`src/rtl/mdu_hilo_if.sv`:
```
// Request/result bundle between the EX stage (master) and the mdu_hilo engine (slave).
interface mdu_hilo_if #(
  parameter int WIDTH = 32
);
  logic             start;
  logic [2:0]       op;
  logic [WIDTH-1:0] a;
  logic [WIDTH-1:0] b;
  logic             cancel;
  logic             mthi;
  logic             mtlo;
  logic [WIDTH-1:0] wdata;
  logic             busy;
  logic             done;
  logic             div_zero;
  logic [WIDTH-1:0] hi;
  logic [WIDTH-1:0] lo;

  modport master (
    output start, op, a, b, cancel, mthi, mtlo, wdata,
    input  busy, done, div_zero, hi, lo
  );

  modport slave (
    input  start, op, a, b, cancel, mthi, mtlo, wdata,
    output busy, done, div_zero, hi, lo
  );
endinterface

```
`src/rtl/mdu_hilo.sv`:
```
// Iterative radix-2 multiply/divide engine owning the HI/LO registers.
// Define MDU_MADD_EN to enable MADD/MADDU/MSUB/MSUBU (ops 1xx).
module mdu_hilo #(
  parameter int WIDTH = 32
) (
  input logic       clk,
  input logic       resetn,
  mdu_hilo_if.slave bus
);

  localparam int CW = $clog2(WIDTH);
  localparam logic [CW-1:0] LAST = CW'(WIDTH - 1);

  typedef enum logic [1:0] {S_IDLE, S_BUSY, S_DONE} state_t;

  state_t             state;
  logic [CW-1:0]      cnt;
  logic [2*WIDTH-1:0] acc;          // mul: {partial, multiplier}; div: {remainder, quotient}
  logic [WIDTH-1:0]   mag_a, mag_b, a_raw, hi_q, lo_q;
  logic               is_div_q, neg_res, neg_rem, b_zero, div_zero_q;
`ifdef MDU_MADD_EN
  logic               madd_q, msub_q;
`endif

  logic op_legal, op_signed, sign_a, sign_b, is_div_in, accept;

`ifdef MDU_MADD_EN
  assign op_legal = 1'b1;
`else
  assign op_legal = ~bus.op[2];
`endif
  assign op_signed = ~bus.op[0];
  assign sign_a    = op_signed & bus.a[WIDTH-1];
  assign sign_b    = op_signed & bus.b[WIDTH-1];
  assign is_div_in = ~bus.op[2] & bus.op[1];
  // A flushed instruction must not start the engine, so cancel masks start.
  assign accept    = bus.start & op_legal & ~bus.cancel & (state != S_BUSY);

  logic [WIDTH-1:0]   addend, quo, rem, hi_res, lo_res;
  logic [WIDTH:0]     mul_sum, div_diff;
  logic [2*WIDTH-1:0] acc_next, prod;

  always_comb begin
    // NOTE: every variable gets a default first so no path can infer a latch.
    addend   = acc[0] ? mag_a : {WIDTH{1'b0}};
    mul_sum  = {1'b0, acc[2*WIDTH-1:WIDTH]} + {1'b0, addend};
    div_diff = acc[2*WIDTH-1:WIDTH-1] - {1'b0, mag_b};
    if (is_div_q) begin
      if (!div_diff[WIDTH]) acc_next = {div_diff[WIDTH-1:0], acc[WIDTH-2:0], 1'b1};
      else                  acc_next = {acc[2*WIDTH-2:0], 1'b0};
    end else begin
      acc_next = {mul_sum, acc[WIDTH-1:1]};
    end

    prod = neg_res ? -acc_next : acc_next;
    quo  = neg_res ? -acc_next[WIDTH-1:0] : acc_next[WIDTH-1:0];
    rem  = neg_rem ? -acc_next[2*WIDTH-1:WIDTH] : acc_next[2*WIDTH-1:WIDTH];

    if (is_div_q) begin
      // Most-negative / -1 needs no special case: |a| = 2^(W-1), q wraps back.
      hi_res = b_zero ? a_raw : rem;
      lo_res = b_zero ? {WIDTH{1'b1}} : quo;
    end else begin
      {hi_res, lo_res} = prod;
`ifdef MDU_MADD_EN
      if (madd_q) {hi_res, lo_res} = msub_q ? ({hi_q, lo_q} - prod) : ({hi_q, lo_q} + prod);
`endif
    end
  end

  always_ff @(posedge clk or negedge resetn) begin
    if (!resetn) begin
      // NOTE: datapath registers are reset too so nothing downstream ever sees X.
      state      <= S_IDLE;
      cnt        <= '0;
      acc        <= '0;
      mag_a      <= '0;
      mag_b      <= '0;
      a_raw      <= '0;
      hi_q       <= '0;
      lo_q       <= '0;
      is_div_q   <= 1'b0;
      neg_res    <= 1'b0;
      neg_rem    <= 1'b0;
      b_zero     <= 1'b0;
      div_zero_q <= 1'b0;
`ifdef MDU_MADD_EN
      madd_q     <= 1'b0;
      msub_q     <= 1'b0;
`endif
    end else begin
      // NOTE: non-blocking assignments so every register samples pre-edge values.
      div_zero_q <= 1'b0;
      case (state)
        S_BUSY: begin
          if (bus.cancel) begin
            state <= S_IDLE;
          end else begin
            acc <= acc_next;
            cnt <= cnt + CW'(1);
            if (cnt == LAST) begin
              hi_q       <= hi_res;
              lo_q       <= lo_res;
              div_zero_q <= is_div_q & b_zero;
              state      <= S_DONE;
            end
          end
        end
        default: begin
          state <= S_IDLE;
          if (accept) begin
            state    <= S_BUSY;
            cnt      <= '0;
            mag_a    <= sign_a ? -bus.a : bus.a;
            mag_b    <= sign_b ? -bus.b : bus.b;
            a_raw    <= bus.a;
            is_div_q <= is_div_in;
            neg_res  <= sign_a ^ sign_b;
            neg_rem  <= sign_a;
            b_zero   <= (bus.b == '0);
            acc      <= {{WIDTH{1'b0}}, (is_div_in ? (sign_a ? -bus.a : bus.a)
                                                   : (sign_b ? -bus.b : bus.b))};
`ifdef MDU_MADD_EN
            madd_q   <= bus.op[2];
            msub_q   <= bus.op[1];
`endif
          end
        end
      endcase

      // MTHI/MTLO are only honoured outside BUSY, so they never race the finish write.
      if (state != S_BUSY) begin
        if (bus.mthi) hi_q <= bus.wdata;
        if (bus.mtlo) lo_q <= bus.wdata;
      end
    end
  end

  assign bus.busy     = (state == S_BUSY);
  assign bus.done     = (state == S_DONE);
  assign bus.div_zero = div_zero_q;
  assign bus.hi       = hi_q;
  assign bus.lo       = lo_q;

endmodule

```
`src/flat_wrapper.sv`:
```
// flat-port wrapper written by rule: the top's interface ports become plain ports
module mdu_hilo_flat 
#(
  parameter int WIDTH = 32
)
  (clk, resetn, bus_start, bus_op, bus_a, bus_b, bus_cancel, bus_mthi, bus_mtlo, bus_wdata, bus_busy, bus_done, bus_div_zero, bus_hi, bus_lo);
  mdu_hilo_if #(.WIDTH(WIDTH)) bus_i ();
  input logic clk;
  input logic resetn;
  input wire logic [$bits(bus_i.start)-1:0] bus_start;
  input wire logic [$bits(bus_i.op)-1:0] bus_op;
  input wire logic [$bits(bus_i.a)-1:0] bus_a;
  input wire logic [$bits(bus_i.b)-1:0] bus_b;
  input wire logic [$bits(bus_i.cancel)-1:0] bus_cancel;
  input wire logic [$bits(bus_i.mthi)-1:0] bus_mthi;
  input wire logic [$bits(bus_i.mtlo)-1:0] bus_mtlo;
  input wire logic [$bits(bus_i.wdata)-1:0] bus_wdata;
  output wire logic [$bits(bus_i.busy)-1:0] bus_busy;
  output wire logic [$bits(bus_i.done)-1:0] bus_done;
  output wire logic [$bits(bus_i.div_zero)-1:0] bus_div_zero;
  output wire logic [$bits(bus_i.hi)-1:0] bus_hi;
  output wire logic [$bits(bus_i.lo)-1:0] bus_lo;
  assign bus_i.start = bus_start;
  assign bus_i.op = bus_op;
  assign bus_i.a = bus_a;
  assign bus_i.b = bus_b;
  assign bus_i.cancel = bus_cancel;
  assign bus_i.mthi = bus_mthi;
  assign bus_i.mtlo = bus_mtlo;
  assign bus_i.wdata = bus_wdata;
  assign bus_busy = bus_i.busy;
  assign bus_done = bus_i.done;
  assign bus_div_zero = bus_i.div_zero;
  assign bus_hi = bus_i.hi;
  assign bus_lo = bus_i.lo;
  mdu_hilo #(.WIDTH(WIDTH)) u_core (.clk(clk), .resetn(resetn), .bus(bus_i));
endmodule
```
`config.mk`:
```
export PLATFORM = sky130hd
export DESIGN_NAME = mdu_hilo_flat
export DESIGN_NICKNAME = d
export VERILOG_FILES = /design/src/rtl/mdu_hilo_if.sv /design/src/rtl/mdu_hilo.sv /design/src/flat_wrapper.sv
export SDC_FILE = /design/constraint.sdc
export NUM_CORES = 1
export LEC_CHECK = 0
export BUFFER_PORTS_ARGS = -buffer_cell sky130_fd_sc_hd__buf_2
export CORE_MARGIN = 2
export CORE_UTILIZATION = 45
export DETAILED_ROUTE_END_ITERATION = 10
export PLACE_DENSITY = 0.65
export SETUP_SLACK_MARGIN = 0.5
export SYNTH_ARGS = -nofsm -noshare
export SYNTH_HDL_FRONTEND = slang
export SYNTH_SLANG_ARGS = --single-unit
```
`constraint.sdc`:
```
create_clock -name clk -period 7.3 [get_ports clk]
set_input_delay 0.73 -clock clk [delete_from_list [all_inputs] [get_ports clk]]
set_output_delay 0.73 -clock clk [all_outputs]
set_load 0.01 [all_outputs]
```
# Yosys cells after proc, flatten, opt, wreduce, memory -nomap -nowiden
# Index checks and enable logic that the tools add are counted.
dict set report totals {
  ff_bits 236
  output_inout_bits 67
  wordCells 79
}
dict set report classes {
  addsub 8
  n_eq_ne 6
  mux 36
  n_bitwise 12
  reduce_logical 4
}
# cell count
set ops {}
lappend ops {{$mux W32} 20}
lappend ops {{$mux W64} 6}
lappend ops {{$neg A32 Y32} 4}
lappend ops {{$neg A64 Y64} 1}
lappend ops {{$add A32 B32 Y33} 1}
lappend ops {{$sub A33 B32 Y33} 1}
lappend ops {{$logic_not A32 Y1} 1}
lappend ops {{$mux W5} 3}
lappend ops {{$and A1 B1 Y1} 7}
lappend ops {{$mux W2} 3}
lappend ops {{$add A5 B1 Y5 const B} 1}
lappend ops {{$eq A5 B5 Y1 const B} 1}
lappend ops {{$mux W1} 4}
lappend ops {{$not A1 Y1} 4}
lappend ops {{$reduce_and A2 Y1} 2}
lappend ops {{$ne A3 B2 Y1 const B} 1}
lappend ops {{$eq A2 B1 Y1 const B} 1}
lappend ops {{$eq A2 B2 Y1 const B} 1}
lappend ops {{$ne A2 B1 Y1 const B} 1}
lappend ops {{$ne A2 B2 Y1 const B} 1}
lappend ops {{$reduce_bool A2 Y1} 1}
lappend ops {{$xor A1 B1 Y1} 1}

# Logic depth before layout (Yosys ltp)
dict set report logic_depth {
  ltp_word 12
  depth_mapped 24
  mapped_depth_nobuf 24
}

# Worst setup path before layout
# OpenSTA, ideal clock, no wires.
dict set report synth_timing {
  kind {flip-flop to flip-flop}
  from {register u_core.acc[31]}
  to {register u_core.hi_q[26], in the netlist u_core.bus.hi[26]}
  setup_ps 140
  t_arrival_ps 5441
  required_time_ps 7160
  path_slack_ps 1719
  stages_incl_launch_ff 24
  path_buffers 0
  synth_period_minus_slack_ps 5581
  path_cell_list {dfrtp_1 -> inv_1 -> ha_1 -> fa_1 -> nor2b_4 -> o31a_1 -> o31a_1 -> o211ai_2 -> a21oi_1 -> nor3_2 -> a21o_1 -> inv_1 -> ha_1 -> nor3b_1 -> o221ai_1 -> or4_1 -> or4_1 -> nor3_1 -> nand2_1 -> nor3_1 -> nand4b_1 -> o31ai_1 -> mux2i_1 -> a211oi_2}
}
dict set report synth_via {
  elab_chain_cells 12
  word_cells_on_any_way 14
  cone_classes {add/sub (3); mux (11)}
}
# item line_no
set synth_lines {}
lappend synth_lines {{start: declaration} mdu_hilo.sv:18} ;# logic [2*WIDTH-1:0] acc;
lappend synth_lines {{start signal: assignment} mdu_hilo.sv:99} ;# acc <= acc_next;
lappend synth_lines {{start signal: assignment} mdu_hilo.sv:121} ;# acc <= {{WIDTH{1'b0}}, (is_div_in ? (sign_a ? -bus.a : bus.a)
lappend synth_lines {{$sub A33 B32 Y33} mdu_hilo.sv:47} ;# div_diff = acc[2*WIDTH-1:WIDTH-1] - {1'b0, mag_b};
lappend synth_lines {{$mux W64} mdu_hilo.sv:49} ;# if (!div_diff[WIDTH]) acc_next = {div_diff[WIDTH-1:0], acc[WIDTH-2:0], 1'b1};
lappend synth_lines {{$mux W64 (*)} mdu_hilo.sv:48} ;# if (is_div_q) begin
lappend synth_lines {{$neg A32 Y32} mdu_hilo.sv:57} ;# rem = neg_rem ? -acc_next[2*WIDTH-1:WIDTH] : acc_next[2*WIDTH-1:WIDTH];
lappend synth_lines {{$mux W32} mdu_hilo.sv:57}
lappend synth_lines {{$mux W32} mdu_hilo.sv:61} ;# hi_res = b_zero ? a_raw : rem;
lappend synth_lines {{$mux W32 (*)} mdu_hilo.sv:59} ;# if (is_div_q) begin
lappend synth_lines {{$mux W32 (*)} mdu_hilo.sv:101} ;# if (cnt == LAST) begin
lappend synth_lines {{$mux W32 (*)} mdu_hilo.sv:96} ;# if (bus.cancel) begin
lappend synth_lines {{$mux W32 (*)} mdu_hilo.sv:94} ;# case (state)
lappend synth_lines {{$mux W32} mdu_hilo.sv:133} ;# if (bus.mthi) hi_q <= bus.wdata;
lappend synth_lines {{$mux W32 (*)} mdu_hilo.sv:132} ;# if (state != S_BUSY) begin
lappend synth_lines {{end signal: assignment} mdu_hilo.sv:102} ;# hi_q <= hi_res;
lappend synth_lines {{end signal: assignment} mdu_hilo.sv:133}
lappend synth_lines {{end: declaration} mdu_hilo.sv:19} ;# logic [WIDTH-1:0] mag_a, mag_b, a_raw, hi_q, lo_q;
# Mark *: on every way between the ends. The rest lies on a longest branch, timed or not.
# A chain may end at the register's enable or synchronous reset.

# Worst setup path after layout
dict set report layout_timing {
  from {register u_core.acc[31]}
  to {register u_core.hi_q[28], in the netlist u_core.bus.hi[28]}
}
# Same word-level chain as after synthesis.

==> results.py <==
metrics = {
    "finish": {
        "leading_cell_type_in_the_layout_fill_and_taps_excluded": "sky130_fd_sc_hd__nand2_1",
        "area.growth.synth_to_final_pct": 11.2,
        "finalNetCount": 2781,
        "final_util": 0.506,
        "layout_common_cells": "sky130_fd_sc_hd__nand2_1 (393), sky130_fd_sc_hd__o21ai_0 (259), sky130_fd_sc_hd__dfrtp_1 (234)",
        "fraction_of_final_layout_cells_sized_beyond_drive_strength_1": 0.122,
    },
    "pwr": {
        "total_leakage_power_nw": 9.54,
        "irDropWorstVdd_mv": 0.216,
        "p_int_w": 0.00427,
        "combinational_power_share": 0.621,
        "pwr-share-clk": 0.161,
        "swShare": 0.524,
        "power_per_cell_area_nw_per_um2": 411,
        "power_frac_seq": 0.218,
        "p_switching_w": 0.00470,
    },
    "sta": {
        "report.final.slew_viol_count": 0,
        "setup-violations-final": 0,
        "worst_pin_slew_ns": 1.24,
        "timing.final.ws_setup_ns": 1.01,
        "max_slew_headroom": 0.155,
        "report.final.hold_viol_count": 0,
        "timing.clock.skew_ns": 0.00831,
        "layout_min_cycle_time_ns": 6.29,
        "period_share": 0.862,
        "timing.fmax_mhz": 159,
        "hold_slack_ns": 0.126,
        "fin_tns_setup_ns": 0,
        "grt_setup_unrepaired": "false",
    },
    "floorplan": {
        "starting_density": 0.455,
        "die_w_um": 213,
        "number_of_top_level_design_ports": 172,
        "die_y_um": 213,
        "floorplan.die_area_um2": 45300,
        "core_area_um2": 43100,
        "rows": 76,
    },
    "logic_synthesis": {
        "sequential_element_share_of_the_synthesized_area": 0.300,
        "mappedNetlistArea_um2": 19600,
        "synthesis.nets": 2703,
        "post_syn_instances": 2526,
        "async_flop_share": 1.00,
        "yosysUniqueCellTypes": 98,
        "synth.ff_latch_count": 235,
        "synth_edf_count": 0,
        "postSynthAreaPerCell_um2": 7.77,
        "synth-warning-count": 0,
        "synth_top_flop_cell": "sky130_fd_sc_hd__dfrtp_1",
    },
    "clock_tree": {
        "tritoncts": "done",
        "ctsRootBufferMaster": "sky130_fd_sc_hd__clkbuf_16",
        "cts_buffers": 28,
        "clock_latency_ns": 0.58,
        "clk_pin_slew_ns": 0.06,
        "clk_path_buf_depth": 3,
        "cts_num_sinks": 235,
        "htreeDepth": 1,
        "hold_buffers": 0,
    },
    "detailed_routing": {
        "wl_met3_um": 9150,
        "route.layer.met1.wl_um": 34800,
        "vias_per_cell": 6.55,
        "met2_length_um": 38500,
        "routed_via_count": 21049,
        "drt_pass1_iterations": 7,
        "antenna_left": 0,
        "top_layer": "met5",
        "drt_iter0_markers": 2588,
        "routed_wire_length_per_instance_um": 27.2,
        "totalWireLength_um": 87500,
        "drc_errors": 0,
    },
    "worst_setup_path": {
        "reg2regPathDepth": 26,
        "critPathRequiredTime_ns": 7.79,
        "timing.critical_path.from_type": "flop",
        "critPathKind": "reg2reg",
        "critical_path_fanout_max": 6,
        "timing.critical_path.to_type": "flop",
        "cp.arrival_ns": 6.78,
    },
    "global_route": {
        "grt_usage": 0.382,
        "number_of_global_route_vias_before_repair": 19494,
        "grt_first_pass_wirelength_um": 127000,
        "grt_overflow": 0,
        "grt_start_max_net_pins": 92,
        "grt_antenna_before_repair": 14,
    },
    "placement": {
        "numPortBuffers": 171,
        "pre_cts_ws_ns": 0.720,
        "detailed_place_hpwl_um": 68400,
        "globalplace.congestion": 1.01,
    },
    "job": {
        "max-cap-violations": 0,
    },
    "hold_path": {
        "hold_path_class": "in2async",
    },
    "outcome": {
        "run_status": "finished, final reports clean",
    },
}
sequential cells by signal (all words and copies together) (netlist names), 2 cells and up:
register / cells
u_core.mag_a: 31
u_core.cnt: 5
u_core.a_raw: 32
u_core.bus.lo: 32
u_core.acc: 64
u_core.mag_b: 32
u_core.state: 2
u_core.bus.hi: 32
power by group through the flow:
stage	Combinational [W]	Clock, W	Sequential [W]
2_1_floorplan	0.00364	0	0.00182
3_3_place_gp	0.00535	0	0.00194
3_5_place_dp	0.00536	0	0.00195
4_1_cts	0.00539	0.00143	0.00193
5_1_grt	0.00592	0.00149	0.00198
6_report	0.00557	0.00144	0.00195
through the flow:
step,total power [W],cell area [um2],cells
final,0.00896,21800,3212
after global routing,0.00939,21800,3208
after CTS,0.00876,21800,3206
after detailed placement,0.00732,20900,3157
after global placement,0.00729,20800,3156
after floorplan,0.00547,19600,2526
cell families after synthesis:
logic type,count (synthesis),share of synthesized area
AND/OR/NAND/NOR,957,0.233
AO/OA/AOI/OAI,779,0.256
buffers and inverters,235,0.0483
flip-flops,235,0.300
XOR/XNOR,165,0.0737
multiplexers,83,0.0429
adder cells (fa/ha/maj),72,0.0467
cells in the mapped netlist, drive strengths merged (7+ instances only):
cell       n  area share
a21o      26      0.0099
ha        70       0.045
nor2     179       0.034
or3       43       0.014
nand2    394       0.075
o31ai     32       0.012
a211oi    26       0.010
nor3b     11      0.0042
mux2i     74       0.038
a31o       7      0.0031
or2       14      0.0045
a31oi     33       0.011
o211a     12      0.0061
clkbuf   126       0.024
nand3     42       0.011
a211o      8      0.0036
a21oi    158       0.041
xor2      76       0.034
nor2b     23      0.0077
o2111ai    9      0.0040
xnor2     89       0.040
o221ai    25       0.011
inv       69       0.013
o21a      17      0.0065
o22ai     38       0.012
mux2       9      0.0052
o211ai    25      0.0098
dfrtp    235        0.30
nor4      28      0.0092
a22o      17      0.0076
and3      24      0.0077
or4       13      0.0052
nand4     32       0.010
and2      50       0.016
a221oi    12      0.0066
buf       39       0.011
nor3      59       0.016
o21ai    263       0.067
nand2b    24      0.0077
o41ai      9      0.0044
critical path, stage by stage, from the launching register on:
cell                       delay, ns
sky130_fd_sc_hd__dfrtp_1        0.44
sky130_fd_sc_hd__inv_1          0.09
sky130_fd_sc_hd__ha_1           0.21
sky130_fd_sc_hd__fa_1           0.45
sky130_fd_sc_hd__nor2b_4        0.16
sky130_fd_sc_hd__o31a_1         0.24
sky130_fd_sc_hd__o31a_1         0.25
sky130_fd_sc_hd__o211ai_2       0.20
sky130_fd_sc_hd__a21oi_2        0.25
sky130_fd_sc_hd__nor3_2         0.09
sky130_fd_sc_hd__a21o_1         0.25
sky130_fd_sc_hd__inv_1          0.08
sky130_fd_sc_hd__ha_1           0.16
sky130_fd_sc_hd__nor3b_2        0.20
sky130_fd_sc_hd__o221ai_1       0.20
sky130_fd_sc_hd__or4_1          0.62
sky130_fd_sc_hd__or4_4          0.59
sky130_fd_sc_hd__nor3_1         0.20
sky130_fd_sc_hd__buf_4          0.16
sky130_fd_sc_hd__nand2_1        0.08
sky130_fd_sc_hd__nor3_1         0.20
sky130_fd_sc_hd__nand4b_1       0.15
sky130_fd_sc_hd__buf_4          0.20
sky130_fd_sc_hd__nor2_1         0.19
sky130_fd_sc_hd__a31oi_1        0.13
sky130_fd_sc_hd__mux2i_1        0.15
sky130_fd_sc_hd__a211oi_1       0.22
worst paths after layout:
kind | slack, ns | startpoint | endpoint
worst max-delay path | 1.01 | u_core.acc[31] | u_core.bus.hi[28]
worst min-delay path | 0.13 | resetn | u_core.a_raw[13]
worst max register to register | 1.01 | u_core.acc[31] | u_core.bus.hi[28]
worst min register to register | 0.48 | u_core.cnt[4] | u_core.cnt[4]
max in group asynchronous | 5.63 | resetn | u_core.is_div_q
min in group clk | 0.39 | bus_op[1] | u_core.is_div_q
per-layer routing:
metal,GRT usage,up-vias
met1,0.513,10238
met5,0,-
met3,0.0838,243
met4,0.194,14
li1,-,9334
met2,0.579,1220
final cells by class:
type	count	area, um2
multi-input cells	2056	12800
flip-flops and latches	235	5880
well taps	585	732
clock buffers	42	823
fillers	4267	21300
inverters	70	263
clock inverters	7	96.3
repair buffers	213	1180
diodes	4	10.0
repair_timing:
| item | CTS | global route |
|---|---|---|
| gates resized for setup | 0 | 4 |
| setup buffers | 0 | 2 |
| hold endpoints to repair | 0 | 0 |
| endpoints found under the setup margin | 0 | 8 |
Note: power is estimated with default switching activity, not from simulation.
